<file path="src/rtl/alu_md.sv">
// alu_md: single-cycle ALU plus an iterative multiply/divide unit with HI/LO.
// Ports: CLK, nRST (async, active low); a, b operands; aluop selects the
// combinational op driving out/negative/zero/overflow; md_start/md_op launch
// MULT/MULTU/DIV/DIVU and md_busy/md_done/md_divzero report on hi/lo.
// Define MULDIV_EARLY_EXIT_EN to end multiplies once the remaining
// multiplier bits are all zero.
module alu_md #(
  parameter int WIDTH = 32,
  parameter int SHW   = $clog2(WIDTH)
) (
  input  logic             CLK,
  input  logic             nRST,
  input  logic [WIDTH-1:0] a,
  input  logic [WIDTH-1:0] b,
  input  logic [3:0]       aluop,
  output logic [WIDTH-1:0] out,
  output logic             negative,
  output logic             zero,
  output logic             overflow,
  input  logic             md_start,
  input  logic [1:0]       md_op,
  output logic             md_busy,
  output logic             md_done,
  output logic             md_divzero,
  output logic [WIDTH-1:0] hi,
  output logic [WIDTH-1:0] lo
);

  localparam int M  = WIDTH - 1;
  localparam int CW = $clog2(WIDTH + 1);
  localparam logic [CW-1:0] CMAX = CW'(WIDTH);

  localparam logic [3:0] OP_SLL  = 4'b0000;
  localparam logic [3:0] OP_SRL  = 4'b0001;
  localparam logic [3:0] OP_ADD  = 4'b0010;
  localparam logic [3:0] OP_SUB  = 4'b0011;
  localparam logic [3:0] OP_AND  = 4'b0100;
  localparam logic [3:0] OP_OR   = 4'b0101;
  localparam logic [3:0] OP_XOR  = 4'b0110;
  localparam logic [3:0] OP_NOR  = 4'b0111;
  localparam logic [3:0] OP_SLT  = 4'b1010;
  localparam logic [3:0] OP_SLTU = 4'b1011;

  logic [WIDTH-1:0] add_r;
  logic [WIDTH-1:0] sub_r;

  assign add_r = a + b;
  assign sub_r = a - b;

  always_comb begin
    out      = '0;
    overflow = 1'b0;
    case (aluop)
      OP_SLL:  out = a << b[SHW-1:0];
      OP_SRL:  out = a >> b[SHW-1:0];
      OP_ADD: begin
        out      = add_r;
        overflow = ~(a[M] ^ b[M]) & (add_r[M] ^ a[M]);
      end
      OP_SUB: begin
        out      = sub_r;
        overflow = (a[M] ^ b[M]) & ~(b[M] ^ sub_r[M]);
      end
      OP_AND:  out = a & b;
      OP_OR:   out = a | b;
      OP_XOR:  out = a ^ b;
      OP_NOR:  out = ~(a | b);
      OP_SLT:  out = {{M{1'b0}}, $signed(a) < $signed(b)};
      OP_SLTU: out = {{M{1'b0}}, a < b};
      default: out = '0;
    endcase
  end

  assign negative = out[M];
  assign zero     = (out == '0);

  typedef enum logic [1:0] {
    IDLE,
    CALC,
    FIN
  } md_state_t;

  md_state_t state;
  md_state_t nxt;

  logic [1:0]         op_q;
  logic               neg_q;
  logic               rneg_q;
  logic               dz_q;
  logic [CW-1:0]      cnt;
  logic [2*WIDTH-1:0] acc;
  logic [2*WIDTH-1:0] opb;
  logic [WIDTH-1:0]   mpl;

  // Signed ops run on magnitudes; signs are restored in FIN.
  logic             sa;
  logic             sb;
  logic [WIDTH-1:0] ma;
  logic [WIDTH-1:0] mb;

  assign sa = ~md_op[0] & a[M];
  assign sb = ~md_op[0] & b[M];
  assign ma = sa ? -a : a;
  assign mb = sb ? -b : b;

  logic early;
`ifdef MULDIV_EARLY_EXIT_EN
  assign early = ~op_q[1] & (mpl == '0);
`else
  assign early = 1'b0;
`endif

  logic last;
  assign last = (cnt == CMAX) | early;

  // Restoring divide step: acc = {remainder, dividend/quotient}.
  logic [WIDTH:0]   dt;
  logic [WIDTH:0]   dd;
  logic [WIDTH-1:0] rn;

  assign dt = {acc[2*WIDTH-1:WIDTH], acc[M]};
  assign dd = dt - {1'b0, opb[M:0]};
  assign rn = dd[WIDTH] ? dt[M:0] : dd[M:0];

  logic [2*WIDTH-1:0] prod_s;
  logic [WIDTH-1:0]   quo;
  logic [WIDTH-1:0]   rem;
  logic [WIDTH-1:0]   quo_s;
  logic [WIDTH-1:0]   rem_s;

  assign prod_s = neg_q ? -acc : acc;
  assign quo    = acc[M:0];
  assign rem    = acc[2*WIDTH-1:WIDTH];
  assign quo_s  = dz_q ? '1 : (neg_q ? -quo : quo);
  assign rem_s  = rneg_q ? -rem : rem;

  always_ff @(posedge CLK or negedge nRST) begin
    if (!nRST) state <= IDLE;
    else       state <= nxt;
  end

  always_comb begin
    nxt = state;
    case (state)
      IDLE:    if (md_start) nxt = CALC;
      CALC:    if (last) nxt = FIN;
      FIN:     nxt = IDLE;
      default: nxt = IDLE;
    endcase
  end

  assign md_busy = (state != IDLE);

  always_ff @(posedge CLK or negedge nRST) begin
    if (!nRST) begin
      op_q       <= '0;
      neg_q      <= 1'b0;
      rneg_q     <= 1'b0;
      dz_q       <= 1'b0;
      cnt        <= '0;
      acc        <= '0;
      opb        <= '0;
      mpl        <= '0;
      hi         <= '0;
      lo         <= '0;
      md_done    <= 1'b0;
      md_divzero <= 1'b0;
    end else begin
      case (state)
        IDLE: begin
          md_done    <= 1'b0;
          md_divzero <= 1'b0;
          if (md_start) begin
            op_q   <= md_op;
            neg_q  <= sa ^ sb;
            rneg_q <= sa;
            dz_q   <= md_op[1] & (b == '0);
            cnt    <= '0;
            if (md_op[1]) begin
              acc <= {{WIDTH{1'b0}}, ma};
              opb <= {{WIDTH{1'b0}}, mb};
              mpl <= '0;
            end else begin
              acc <= '0;
              opb <= {{WIDTH{1'b0}}, ma};
              mpl <= mb;
            end
          end
        end
        CALC: begin
          if (!last) begin
            cnt <= cnt + CW'(1);
            if (op_q[1]) begin
              acc <= {rn, acc[M-1:0], ~dd[WIDTH]};
            end else begin
              if (mpl[0]) acc <= acc + opb;
              opb <= opb << 1;
              mpl <= mpl >> 1;
            end
          end
        end
        FIN: begin
          if (op_q[1]) begin
            hi <= rem_s;
            lo <= quo_s;
          end else begin
            hi <= prod_s[2*WIDTH-1:WIDTH];
            lo <= prod_s[M:0];
          end
          md_done    <= 1'b1;
          md_divzero <= dz_q;
        end
        default: ;
      endcase
    end
  end

endmodule

</file>
<file path="config.mk">
export PLATFORM = sky130hd
export DESIGN_NAME = alu_md
export DESIGN_NICKNAME = d
export VERILOG_FILES = /design/src/rtl/alu_md.sv
export SDC_FILE = /design/constraint.sdc
export NUM_CORES = 1
export LEC_CHECK = 0
export CORE_MARGIN = 2
export CORE_UTILIZATION = 45
export CTS_CLUSTER_DIAMETER = 150
export DETAILED_ROUTE_END_ITERATION = 6
export PLACE_DENSITY = 0.67
export SETUP_SLACK_MARGIN = 0.15
export SLEW_MARGIN = 0
export SYNTH_ARGS = -nofsm -noshare
export SYNTH_HDL_FRONTEND = slang
export SYNTH_SLANG_ARGS = --single-unit
</file>
<file path="constraint.sdc">
create_clock -name CLK -period 10.2 [get_ports CLK]
set_input_delay 1.53 -clock CLK [delete_from_list [all_inputs] [get_ports CLK]]
set_output_delay 1.53 -clock CLK [all_outputs]
set_load 0.005 [all_outputs]
</file>
==> run summary, run 1 <==
run status: complete, but fails checks
failing checks: design-rule violations
Synth async-reset ratio: 1.000
# hold bufs at CTS: 0
fin util: 0.5080
Peak VDD IR: 0.2737 mV
Die H: 253.5 um
DRT iter0 DRCs: 3298
Hold Slack: 473.5 ps
Fill cells: 6234
HPWL after DPL: 93550 um
via count: 30090
most frequent cells in the layout: nand2_1 (414), nor2_1 (348), o21ai_0 (331), a21oi_1 (327), dfrtp_1 (237)
Pleak: 13.40 nW
required arrival time at the worst endpoint: 8670 ps
antenna violations before repair: 3
gpl congestion: 1.021
element type at the critical path start: primary input
critical path start-end classification: primary input to output pin
PwrDens: 278.7 nW/um^2
drt drc: 2
critical path arrival: 7260 ps
critical path's top delay family: compound AO/OA/AOI/OAI gates
most common cell after layout, fill and taps aside: nand2_1
Setup Skew: 46.31 ps
CTS tree: yes
IO buf count: 174
#FFs+latches synth: 238
Max Buffers Root-to-Sink: 3
area growth from synthesis to final layout: 11.69%
Nets: 4053
routed len/inst: 26.04 um
Routed Antenna Nets: 0
GR Util met1: 0.5034
Boundary Pins: 175
Least-Margin Pin Slew: 1145 ps
Crit. End Element: output pin
share of layout cells above drive strength 1: 0.06190
cell count after synthesis: 3749
grt ovf: 0
post-route minimum period: 8791 ps
post-route setup TNS: 0 ps
M3 GR Usage: 0.06023
Peak Freq: 113.8 MHz
grt met2 use: 0.5569
fin cells: 4620
Warnings, synthesis: 0
Die Width: 253.5 um
final cycle utilization of the critical path: 0.8618
die area: 64260 sq um
Std-Cell Rows: 91
clock sink total: 238
cts repair resizes: 0
CTS buffer count: 29
CORE AREA: 61600 sq um
iteration count of the initial detailed-routing pass: 7
crit-path cells: clkdlybuf4s50_1, inv_1, ha_1, nor2_1, a211oi_2, a211oi_1, a221oi_1, a31oi_1, a311oi_1, nor2_1, a211oi_1, o21ai_0, a2111o_1, nor3_1, clkdlybuf4s50_1
Post-Syn Area per Cell: 7.472 sq um
Worst Hold Class: flip-flop to flip-flop
Synth Net Count: 4041
post-synthesis cell area: 28010 sq um
vias per cell: 6.513
final worst slack: 1409 ps
clk_lat worst skew: 600 ps
H-Tree Depth: 1
Post-synth EDFFs: 0
Total GRT Usage: 0.3649
Max Slew Vio Count: 0
worst slack, placed: 1578 ps
Top FF cell, synth: dfrtp_1
Cells after DPL: 4567
vias in the first global route: 27910
clk root buf: clkbuf_16
Unique masters post-synth: 94
largest net degree at the start of global routing: 115
Most Used Layer, Global Route: met2
Seq/Total Area, Yosys: 0.2126
Clk pin slew, worst setup/hold paths: 60 ps
Max transition margin: 0.2323
buffer count from post-CTS setup fixing: 0
global-route wire length before repair: 179000 um
count of max-cap constraint violations: 0
initial core utilization: 0.4548
Final Hold Viols: 0
final WL: 120300 um
slowest stage delay, CP: 900 ps
RSZ-0062 raised after global routing: no
Final setup viols: 0
Slowest cell on crit path: a311oi_1
crit-path max FO: 13
worst path bufs/invs: 3
==> through the flow <==
| stage | cell area, sq um | power, mW |
|---|---|---|
| CTS | 31280 | 8.629 |
| global placement | 30320 | 7.486 |
| floorplan | 28010 | 5.747 |
| detailed placement | 30320 | 7.525 |
| global route | 31290 | 9.387 |
| finish | 31290 | 8.721 |
==> path summary, 6_finish.rpt <==
path / from / to / slack (ps) / cells past startpoint
worst max-delay path: a[4] / zero / 1410 / 15
worst min-delay path: hi[19] / hi[19] / 470 / 2
worst max register to register: acc[31] / acc[33] / 4860 / 16
worst min register to register: hi[19] / hi[19] / 470 / 2
max in group asynchronous: nRST / op_q[1] / 7700 / 2
min in group asynchronous: nRST / lo[1] / 1020 / 1
==> logic make-up (layout without fill, tap and decap cells) <==
logic type	after synthesis	in the layout	synth area share
xor gates and xnor gates	225	225	0.07034
muxes	155	155	0.06972
other	0	3	0
buffers and inverters	447	478	0.06146
AOI/OAI and AO/OA	1293	1293	0.2958
and+or+nand+nor	1172	1172	0.1912
DFF	238	238	0.2126
adders and majority gates	219	219	0.09888
==> synth_stat cells (36+ instances only) <==
cell type	n	area share
o21bai_1	36	0.0096
clkbuf_1	193	0.026
nand3_1	101	0.018
dfrtp_1	238	0.21
nor3_1	66	0.012
o31ai_1	37	0.0099
a22oi_1	47	0.013
xnor2_1	156	0.049
xor2_1	69	0.022
inv_1	187	0.025
nor2_1	353	0.047
o22ai_1	36	0.0080
mux2i_1	95	0.034
a21oi_1	328	0.059
a31oi_1	49	0.011
a211oi_1	84	0.023
nand2_1	415	0.056
o21ai_0	331	0.059
a21o_1	62	0.017
ha_1	215	0.096
==> flip-flops by register name (all words and copies together) (netlist names) <==
register	flops
lo	32
md_divzero	1
cnt	6
opb	64
state	2
op_q	1
rneg_q	1
dz_q	1
mpl	32
neg_q	1
md_done	1
hi	32
acc	64
==> cell type report <==
type | count | area [sq um] | area share
Sequential cell | 238 | 5957 | 0.1904
Inverter | 190 | 713.2 | 0.02279
Antenna cell | 3 | 7.507 | 0.0002399
Tap cell | 837 | 1047 | 0.03347
Multi-Input combinational cell | 3064 | 20390 | 0.6517
Clock buffer | 37 | 795.8 | 0.02543
Clock inverter | 13 | 168.9 | 0.005398
Timing Repair Buffer | 238 | 2210 | 0.07062
==> worst min-delay path, cell delays in order (launching register included) <==
cell     delay [ps]
dfrtp_1         340
nand2_1          40
o21ai_0          50
==> metal layers <==
layer	part of all wire	wire length (um)	vias to the layer above
met5	0	0	-
li1	-	-	13730
met3	0.091	10930	299
met2	0.43	51470	1582
met4	0.053	6336	0
met1	0.43	51580	14490
==> power by group <==
group	internal, mW	switching [mW]	total, mW
logic	2.26	3.44	5.70
registers	1.38	0.570	1.95
clock network	0.627	0.439	1.07
No activity file was read; power rests on OpenSTA's default activity.
==> run 2, diff against run 1 <==
clock period = 10.6 ns   (was 10.2 ns; I/O delays follow)
==> run 2 against run 1 <==
Compared with the run above: the flow now finishes without violations; global-route usage decreased by 0.44 points; worst hold slack improved by 0.56 ps; via count decreased by 0.32%; worst setup slack improved by 330 ps; clock skew decreased by 13 ps; critical endpoint unchanged; die area unchanged; flip-flop and latch count unchanged; wire length decreased by 1.5%; register-to-register slack improved by 500 ps; first-iteration DRC count increased by 0.30%; total power decreased by 4.1%.
==> run summary, run 2 (synthesis gave the netlist of run 1 again) <==
Max transition margin: 0.1264 (-0.1059)
final WL: 118600 um (-1.5%)
element type at the critical path start: primary input
critical path start-end classification: primary input to output pin
final worst slack: 1734 ps (+325.0 ps)
clock sink total: 238 (unchanged)
H-Tree Depth: 1 (unchanged)
top flop regs: acc (64), opb (64)
antenna violations before repair: 7 (+4)
IO buf count: 174 (unchanged)
clk root buf: clkbuf_16
drt drc: 0 (-2)
DRT iter0 DRCs: 3308 (+0.30%)
CTS tree: yes
buffer count from post-CTS setup fixing: 0 (unchanged)
Setup Skew: 33.23 ps (-13.08 ps)
vias in the first global route: 27540 (-1.3%)
# hold bufs at CTS: 0 (unchanged)
Peak Freq: 112.8 MHz
clk_lat worst skew: 580 ps (-20 ps)
final cycle utilization of the critical path: 0.8364
most frequent cells in the layout: nand2_1 (414), nor2_1 (349), o21ai_0 (331), a21oi_1 (327), dfrtp_1 (237)
most common cell after layout, fill and taps aside: nand2_1
HPWL after DPL: 92280 um (-1.4%)
Crit. End Element: output pin
Boundary Pins: 175 (unchanged)
grt ovf: 0 (unchanged)
Hold Slack: 474.1 ps (+0.5580 ps)
Total GRT Usage: 0.3605 (-0.004394)
cts repair resizes: 0 (unchanged)
Max Slew Vio Count: 0 (unchanged)
global-route wire length before repair: 176700 um (-1.3%)
Routed Antenna Nets: 0 (unchanged)
Worst Hold Class: flip-flop to flip-flop
routed len/inst: 25.66 um (-1.5%)
Final Hold Viols: 0 (unchanged)
CORE AREA: 61600 sq um (unchanged)
Clk pin slew, worst setup/hold paths: 60 ps (about the same)
Pleak: 13.40 nW (about the same)
crit-path max FO: 13 (unchanged)
Max Buffers Root-to-Sink: 3 (unchanged)
largest net degree at the start of global routing: 116 (+0.87%)
PwrDens: 267.5 nW/um^2 (-4.0%)
Die Width: 253.5 um (unchanged)
die area: 64260 sq um (unchanged)
CTS buffer count: 28 (-3.4%)
Least-Margin Pin Slew: 1297 ps (+152.1 ps)
via count: 30000 (-0.32%)
gpl congestion: 1.047 (+2.6%)
Final setup viols: 0 (unchanged)
Die H: 253.5 um (unchanged)
post-route setup TNS: 0 ps (unchanged)
count of max-cap constraint violations: 0 (unchanged)
Std-Cell Rows: 91 (unchanged)
RSZ-0062 raised after global routing: no
area growth from synthesis to final layout: 11.63% (about the same)
vias per cell: 6.493 (-0.32%)
worst slack, placed: 1923 ps (+345.9 ps)
run status: finished clean
initial core utilization: 0.4548 (unchanged)
share of layout cells above drive strength 1: 0.06138 (-0.0005291)
iteration count of the initial detailed-routing pass: 7 (unchanged)
Nets: 4053 (unchanged)
post-route minimum period: 8866 ps
Peak VDD IR: 0.1891 mV (-31%)
required arrival time at the worst endpoint: 9010 ps (+340 ps)
critical path arrival: 7280 ps (+20 ps)
-- run 2: layout make-up --
class / count / area, sq um
fillers: 6135 / 30320
multi-input cells: 3064 / 20390
flip-flops and latches: 238 / 5957
repair buffers: 239 / 2217
well taps: 837 / 1047
clock buffers: 38 / 799.5
inverters: 190 / 713.2
clock inverters: 11 / 143.9
diodes: 3 / 7.507
-- run 2: worst max-delay path, stage by stage --
cell	delay (ps)
clkdlybuf4s50_1	820
inv_1	130
ha_1	530
nor2b_1	120
nor2_1	180
a311oi_1	180
o41ai_1	880
o21ai_2	310
a21bo_2	270
a2111oi_0	750
mux2i_1	270
nand3_1	130
a2111o_1	380
nor3_1	160
clkdlybuf4s50_1	550
-- run 2: where the power goes --
group	switching, mW	internal (mW)
clock	0.405	0.599
sequential	0.552	1.33
combinational	3.30	2.18
total	4.25	4.11
-- run 2: worst paths after layout --
check / from / endpoint / slack, ps / depth (start not counted)
min in group asynchronous: nRST / lo[1] / 1120 / 1
setup reg to reg: acc[31] / acc[0] / 5360 / 16
setup / recovery: a[4] / zero / 1730 / 15
hold / removal: hi[14] / hi[14] / 470 / 2
max in group asynchronous: nRST / opb[63] / 7990 / 2
hold reg to reg: hi[14] / hi[14] / 470 / 2
-- run 2: layer usage --
metal / GRT usage / wire, um
met1: 0.5039 / 49820
met2: 0.5438 / 50450
met3: 0.06115 / 12280
met4: 0.1598 / 5987
met5: 0 / 31
-- run 2: stage by stage --
stage	power, mW	cell area (sq um)	utilization	std cells
6_report	8.365	31270	0.5077	4620
5_1_grt	9.006	31270	0.5077	4620
4_1_cts	8.265	31270	0.5076	4617
3_5_place_dp	7.228	30320	0.4923	4568
3_3_place_gp	7.185	30320	0.4923	4568
2_1_floorplan	5.530	28010	-	3749
